$ cat config.mk
export PLATFORM = sky130hd
export DESIGN_NAME = pkt_lane_scheduler
export DESIGN_NICKNAME = d
export VERILOG_FILES = /design/src/rtl/pkt_lane_scheduler.sv
export SDC_FILE = /design/constraint.sdc
export NUM_CORES = 1
export LEC_CHECK = 0
export CAP_MARGIN = 20
export CORE_MARGIN = 5
export CORE_UTILIZATION = 59
export DETAILED_ROUTE_END_ITERATION = 6
export HOLD_SLACK_MARGIN = 0.12
export PLACE_DENSITY = 0.8
export SYNTH_ARGS = -nofsm -noshare
export SYNTH_HDL_FRONTEND = slang
export SYNTH_SLANG_ARGS = --single-unit
$ cat constraint.sdc
create_clock -name clk -period 5.7 [get_ports clk]
set_clock_uncertainty 0.1 [all_clocks]
set_input_delay 1.14 -clock clk [delete_from_list [all_inputs] [get_ports clk]]
set_output_delay 1.14 -clock clk [all_outputs]
set_load 0.02 [all_outputs]
$ cat src/rtl/pkt_lane_scheduler.sv
// Per-lane sync hunt and header capture with a round-robin handoff
// of completed headers to the shared classifier over valid/ready.
module pkt_lane_scheduler #(
  parameter int          LANES    = 4,
  parameter logic [31:0] SYNC     = 32'hA5A5A5A5,
  parameter int          PKT_BITS = 256,
  parameter int          PORT_OFS = 64,
  parameter int          SESS_OFS = 136,
  localparam int         LW       = $clog2(LANES),
  localparam int         CW       = $clog2(PKT_BITS)
) (
  input  logic               clk,
  input  logic               rst,
  input  logic [LANES-1:0]   in_data,
  output logic               out_valid,
  input  logic               out_ready,
  output logic [LW-1:0]      out_lane,
  output logic [15:0]        out_port,
  output logic [7:0]         out_session,
  output logic [LANES-1:0]   lane_busy,
  output logic [8*LANES-1:0] overrun_cnt,
  output logic [31:0]        total_cnt
);

  typedef enum logic [1:0] {
    HUNT,
    CAPTURE,
    HOLD
  } st_e;

  st_e           r_st   [LANES];
  logic [31:0]   r_sh   [LANES];
  logic [CW-1:0] r_cnt  [LANES];
  logic [15:0]   r_port [LANES];
  logic [7:0]    r_sess [LANES];
  logic [7:0]    r_ovr  [LANES];

  logic          r_valid;
  logic [LW-1:0] r_lane;
  logic [15:0]   r_oport;
  logic [7:0]    r_osess;
  logic [LW-1:0] r_last;
  logic [31:0]   r_total;

  logic [31:0]      w_shn [LANES];
  logic [LANES-1:0] w_match;
  logic [LANES-1:0] w_hold;
  logic [LANES-1:0] w_gnt;
  logic             w_load;
  logic             w_found;
  logic [LW-1:0]    w_sel;
  logic [LW-1:0]    w_idx;

  always_comb begin
    lane_busy   = '0;
    overrun_cnt = '0;
    w_match     = '0;
    w_hold      = '0;
    for (int i = 0; i < LANES; i++) begin
      w_shn[i]   = {r_sh[i][30:0], in_data[i]};
      w_match[i] = (w_shn[i] == SYNC);
      w_hold[i]  = (r_st[i] == HOLD);
      lane_busy[i] = (r_st[i] != HUNT);
      overrun_cnt[8*i +: 8] = r_ovr[i];
    end
  end

  // First HOLD lane after the last grant, wrapping around.
  always_comb begin
    w_load  = !r_valid || out_ready;
    w_found = 1'b0;
    w_sel   = '0;
    w_idx   = '0;
    for (int k = 1; k <= LANES; k++) begin
      w_idx = LW'((int'(r_last) + k) % LANES);
      if (!w_found && w_hold[w_idx]) begin
        w_found = 1'b1;
        w_sel   = w_idx;
      end
    end
    w_gnt = '0;
    if (w_load && w_found)
      w_gnt[w_sel] = 1'b1;
  end

  always_ff @(posedge clk) begin
    if (rst) begin
      for (int i = 0; i < LANES; i++) begin
        r_st[i]   <= HUNT;
        r_sh[i]   <= '0;
        r_cnt[i]  <= '0;
        r_port[i] <= '0;
        r_sess[i] <= '0;
        r_ovr[i]  <= '0;
      end
    end else begin
      for (int i = 0; i < LANES; i++) begin
        unique case (r_st[i])
          HUNT: begin
            if (w_match[i]) begin
              r_st[i]  <= CAPTURE;
              r_cnt[i] <= '0;
              r_sh[i]  <= '0;
            end else begin
              r_sh[i] <= w_shn[i];
            end
          end
          CAPTURE: begin
            r_sh[i]  <= w_shn[i];
            r_cnt[i] <= r_cnt[i] + 1'b1;
            if (int'(r_cnt[i]) >= PORT_OFS &&
                int'(r_cnt[i]) < PORT_OFS + 16)
              r_port[i] <= {r_port[i][14:0], in_data[i]};
            if (int'(r_cnt[i]) >= SESS_OFS &&
                int'(r_cnt[i]) < SESS_OFS + 8)
              r_sess[i] <= {r_sess[i][6:0], in_data[i]};
            if (r_cnt[i] == CW'(PKT_BITS - 1)) begin
              r_st[i] <= HOLD;
              r_sh[i] <= '0;
            end
          end
          HOLD: begin
            // A grant wins over a sync that lands on the same edge.
            if (w_gnt[i]) begin
              r_st[i] <= HUNT;
              r_sh[i] <= '0;
            end else if (w_match[i]) begin
              r_sh[i] <= '0;
              if (r_ovr[i] != 8'hFF)
                r_ovr[i] <= r_ovr[i] + 8'd1;
            end else begin
              r_sh[i] <= w_shn[i];
            end
          end
          default: begin
            r_st[i] <= HUNT;
            r_sh[i] <= '0;
          end
        endcase
      end
    end
  end

  always_ff @(posedge clk) begin
    if (rst) begin
      r_valid <= 1'b0;
      r_lane  <= '0;
      r_oport <= '0;
      r_osess <= '0;
      r_last  <= LW'(LANES - 1);
      r_total <= '0;
    end else begin
      if (w_load && w_found) begin
        r_valid <= 1'b1;
        r_lane  <= w_sel;
        r_oport <= r_port[w_sel];
        r_osess <= r_sess[w_sel];
        r_last  <= w_sel;
      end else if (w_load) begin
        r_valid <= 1'b0;
      end
      if (r_valid && out_ready)
        r_total <= r_total + 32'd1;
    end
  end

  assign out_valid   = r_valid;
  assign out_lane    = r_lane;
  assign out_port    = r_oport;
  assign out_session = r_osess;
  assign total_cnt   = r_total;

endmodule
# Word level (Yosys, flattened, before mapping)
# Memory sizes are Yosys's and may differ from the RTL's. A register that Yosys moved wholly into a read port is not among the register bits.
# Index checks and enable logic that the tools add are counted.
# totals
ff_bits	37
ram_bits	296
input_bits	7
out_inout_bits	95
elab_cells	432
memories	6
# classes
addsub	13
magnitude_cmp	22
eq_ne	20
mux	267
bitwise	68
n_reduce_logical	32
# memory_table
memory	depth	word_bits	rd	rd_ports_with_merged_regs	write_ports	line	rtl
r_sh	4	32	4	0	4	32	logic [31:0] r_sh [LANES];
r_port	4	16	5	1	4	34	logic [15:0] r_port [LANES];
r_cnt	4	8	4	0	4	33	logic [CW-1:0] r_cnt [LANES];
r_ovr	4	8	4	0	4	36	logic [7:0] r_ovr [LANES];
r_sess	4	8	5	1	4	35	logic [7:0] r_sess [LANES];
r_st	4	2	4	0	4	31	st_e r_st [LANES];
# ops
operator	count
2-to-1 mux 32 bit	32
2-to-1 mux 1 bit	189
== test 32 bit, second input constant	4
2-to-1 mux 8 bit	16
bitwise OR 1 bit	68
adder 8 x 1 -> 8 bit, second input constant	8
2-to-1 mux 16 bit	4
2-to-1 mux 2 bit	20
adder 32 x 1 -> 32 bit, second input constant	1
== test 8 bit, second input constant	4
>= comparator 8 x 7 -> 1 bit, second input constant	4
>= comparator 8 bit, second input constant	4
less-than comparator 8 x 7 -> 1 bit, second input constant	4
less-than comparator 8 bit, second input constant	4
inequality test 8 bit, second input constant	4
less-than comparator 2 x 3 -> 1 bit, second input constant	5
logical AND 1 bit	14
OR reduction 3 bit	4
nonzero test 2 bit	5
binary-select mux 1 bit (select 2 bit)	4
== test 2 x 1 -> 1 bit, second input constant	4
== test 2 bit, second input constant	4
logical NOT 2 bit	4
adder 2 x 1 -> 2 bit, second input constant	2
other kinds (6)	10

# Logic depth before layout (Yosys ltp)
# logic_depth
depth_word	26
depth_mapped	8
depth_no_buf	6

# Worst setup path after synthesis
# No wires, ideal clock.
# synth_timing
kind	input to register
start	input port in_data[1]
end	memory r_ovr[1][0], enable pin
setup_ps	384
t_arrival_ps	2696
slack_ps	2520
path_stages	6
n_path_buf	1
path_cell_list	nor4bb_1 -> nand4_1 -> or2_2 -> clkbuf_1 -> nand2b_1 -> o21ai_0
# synth_lines
item	line	rtl
start: declaration	14	input logic [LANES-1:0] in_data,
end: declaration	36	

==> summary.md <==
The post-route netlist has 7.64% of its cells at a drive strength greater than 1. The tree is rooted in a clkbuf_16. In the post-synthesis netlist, the biggest area contributors are edfxtp_1 (54%), dfxtp_1 (7.5%), and2_1 (2.9%). The first global-routing pass estimated 54.6 mm of wire. Remaining routing DRC violations: 0. The transition time of the tightest slew-check pin was 1.11 ns. The clock tree synthesis step divided the H-tree into 2 levels.

After synthesis the netlist holds a flip-flop and latch count of 353. For the final worst hold slack, the log shows 0.383 ns. The worst setup path is captured at a flip-flop. The count of nets after finishing was 1572.

Once the clock tree was built, the setup fixing pass inserted 0 buffers. Cells fill 70.6% of the core in the end. The total area inside the core boundary comes to 0.0270 sq mm. After layout, the worst setup slack is 1.56 ns.

The run finished with clean final reports. In this run the register-to-register setup slack is 1.56 ns. Peak supply drop: 0.000237 V. The run gives 0 as the count of synthesis-stage warnings from yosys. The die height came out at 176 um. The kind of start point of the critical path was a flip-flop. The logs give 0 ns for the aggregate negative setup slack and 241 MHz for the maximum clock rate. The relative max-transition margin was 26.2%; the total of buffers placed on input and output ports was 101. Summing every instance area after synthesis gives 0.0163 sq mm.

The hold violation count in the final report was 0; the clock latency at the later pin of the worst-skew pair was 0.53 ns. The start-to-end type of the worst setup path is reg2reg. The final count of negative-setup-slack endpoints was 0; the via count of the first global-routing pass was 11000. Measured along the x axis, the die boundary spans 176 um. The initialized floorplan defines 60 standard-cell rows. The synthesized design devotes to its leading area cell type 53.9% of total area. Once the floorplan was initialized, standard cells occupied 60.2% of the core.

The final antenna diode count was 0. The total wire length after detailed routing was 33.4 mm. Leaving out fill and tap cells, the most frequent cells in the layout are edfxtp_1 (292), conb_1 (124), nand2_1 (104), clkdlybuf4s50_1 (100), nor2_1 (96). The worst path uses 72.7% of the clock period. The tools report the final HPWL from detailed placement as 22.0 mm.

The vias after detailed routing was 11100; the clock transition at the register clock pins on the worst setup and hold paths after CTS was 0.06 ns. Summing the sequential cell areas from Yosys gives 61.4% of the chip area. In the synthesized netlist the dominant register cell turns out to be edfxtp_1. After clock tree synthesis, the flow added hold-fix buffers numbering 0. TritonCTS built the clock tree. The count of distinct cell types in the synthesized netlist was 63; the count of flip-flops with a built-in enable after synthesis was 292. Cell taking the most area after synthesis: edfxtp_1.

The detailed router finished its first iteration with 948 violations. The tools report the worst endpoint required time as 5.73 ns. Counting every instance in the synthesized netlist gives 1357.

The logs give 5 for the first-pass iteration count of the detailed router and 102 for the number of placed I/O pins. For this run, the total global-route usage over all layers was measured as 21.3%. The number of gates resized after CTS was 0.

The library cell used most frequently in the layout, excluding fill and tap cells, is edfxtp_1. The power density relative to cell area came out at 307 mW/mm^2. After layout, the minimum clock period comes to 4.14 ns. The congestion estimate from routability-driven global placement came to 0.806.

Layout-stage area growth over the synthesis result: 17.4%. Dividing the detail-routed via count by the number of cells gives 5.76. The tightest min-delay check is of the reg2reg type. The die covers 0.0310 sq mm. At the worst endpoint, the arrival time is 4.18 ns. For this run, asynchronously set or reset flops after synthesis account for 0%. Dividing the detail-routed wire length by the instance count gives 17.3 um. The clock buffer count from CTS was 37; the worst setup timing slack at the placement stage was 1.56 ns. In this run the remaining antenna-violating nets after routing total 0.

For the leakage power summed over all cells, the log shows 0.00683 uW. The final count of pins violating max slew was 0; the number of max-cap violations was 0. The initial antenna violation count is 0, and the maximum clock insertion buffer count is 3. Average footprint of a synthesized cell: 12.0 sq um. Setup repair after global routing left no endpoint under its margin. Entering global routing, the biggest net connects 63 pins.

The tools report the total congestion overflow after global routing as 0. Counting every sink on the clock net gives 353. Along the worst path, the maximum fanout reaches 50.
[Yosys cell counts (8+ instances only)]
master,instances
edfxtp_1,292
nand2_1,104
nor2_1,96
and2_1,75
dfxtp_1,61
clkbuf_1,54
a21boi_0,46
a21oi_1,44
nand3_1,44
o21ai_0,41
nor3_1,38
xnor2_1,37
inv_1,35
xor2_1,33
nor4bb_1,32
and4_1,30
a21boi_1,27
o211ai_1,27
a31oi_1,24
mux2i_1,24
nor4_1,22
a21boi_2,20
nand4_1,15
or2_2,12
or3_1,11
and3_1,10
buf_2,10
ha_1,9
nand2b_1,8
[layer usage]
| layer | GRT usage [%] | wire (um) |
|---|---|---|
| met1 | 28.9 | 14400 |
| met2 | 35.7 | 16100 |
| met3 | 2.87 | 1760 |
| met4 | 7.50 | 1030 |
| met5 | 0 | 0 |
[report_power, final]
group          leakage [uW]  internal (uW)  switching [uW]  total (uW)
Sequential          0.00352           2940            96.6        3040
Clock              0.000574           1360             978        2340
Combinational       0.00274            189             298         487
Total               0.00683           4490            1370        5860
[registers in the layout, indices dropped and copies added (netlist names)]
| register | cells |
|---|---|
| out_lane | 2 |
| out_port | 16 |
| out_session | 8 |
| out_valid | 1 |
| r_cnt | 32 |
| r_last | 2 |
| r_ovr | 32 |
| r_port | 64 |
| r_sess | 32 |
| r_sh | 124 |
| r_st | 8 |
| total_cnt | 32 |
[per-stage QoR]
stage                     total power [uW]  instances  area, sq um
after floorplan                       3400       1480        16700
after global placement                3550       1850        17900
after detailed placement              3570       1851        17900
after CTS                             5900       1917        19000
after global routing                  6070       1924        19100
final                                 5860       1924        19100
[path summary, 6_finish.rpt]
check / to / startpoint / cells after the start
worst max register to register: r_ovr[1][1]$_SDFFCE_PN0P_ / r_st[0][0]$_SDFFCE_PP0P_ / 6
worst min register to register: out_port[8]$_SDFFE_PP0P_ / out_port[8]$_SDFFE_PP0P_ / 2
worst min-delay path: out_port[8]$_SDFFE_PP0P_ / out_port[8]$_SDFFE_PP0P_ / 2
worst max-delay path: r_ovr[1][1]$_SDFFCE_PN0P_ / r_st[0][0]$_SDFFCE_PP0P_ / 6
[worst max-delay path, stage by stage (launching register included)]
cell      delay [ns]
edfxtp_1        0.50
nand2b_1        0.28
a32oi_2         0.23
buf_4           0.44
and3_2          0.96
o21ai_2         0.30
o21ai_0         0.92
[kinds of logic (layout without fill, tap and decap cells)]
logic type / after synthesis / after routing / share of synthesized area (%)
buffers and inverters: 116 / 219 / 3.15
AO/OA/AOI/OAI: 252 / 252 / 11.1
other: 1 / 124 / 0.0231
AND/OR/NAND/NOR: 532 / 532 / 18.4
flip-flops: 353 / 353 / 61.4
adder cells (fa/ha/maj): 9 / 9 / 0.693
XOR/XNOR: 70 / 70 / 3.77
multiplexers: 24 / 24 / 1.48
[area by class of cell]
type | count | area (sq um)
multi-input cells | 1011 | 6230
well taps | 341 | 427
flip-flops and latches | 353 | 9990
repair buffers | 118 | 1140
clock buffers | 46 | 980
clock inverters | 20 | 195
inverters | 35 | 131
fillers | 1927 | 7940
No activity file was read; power rests on OpenSTA's default activity.
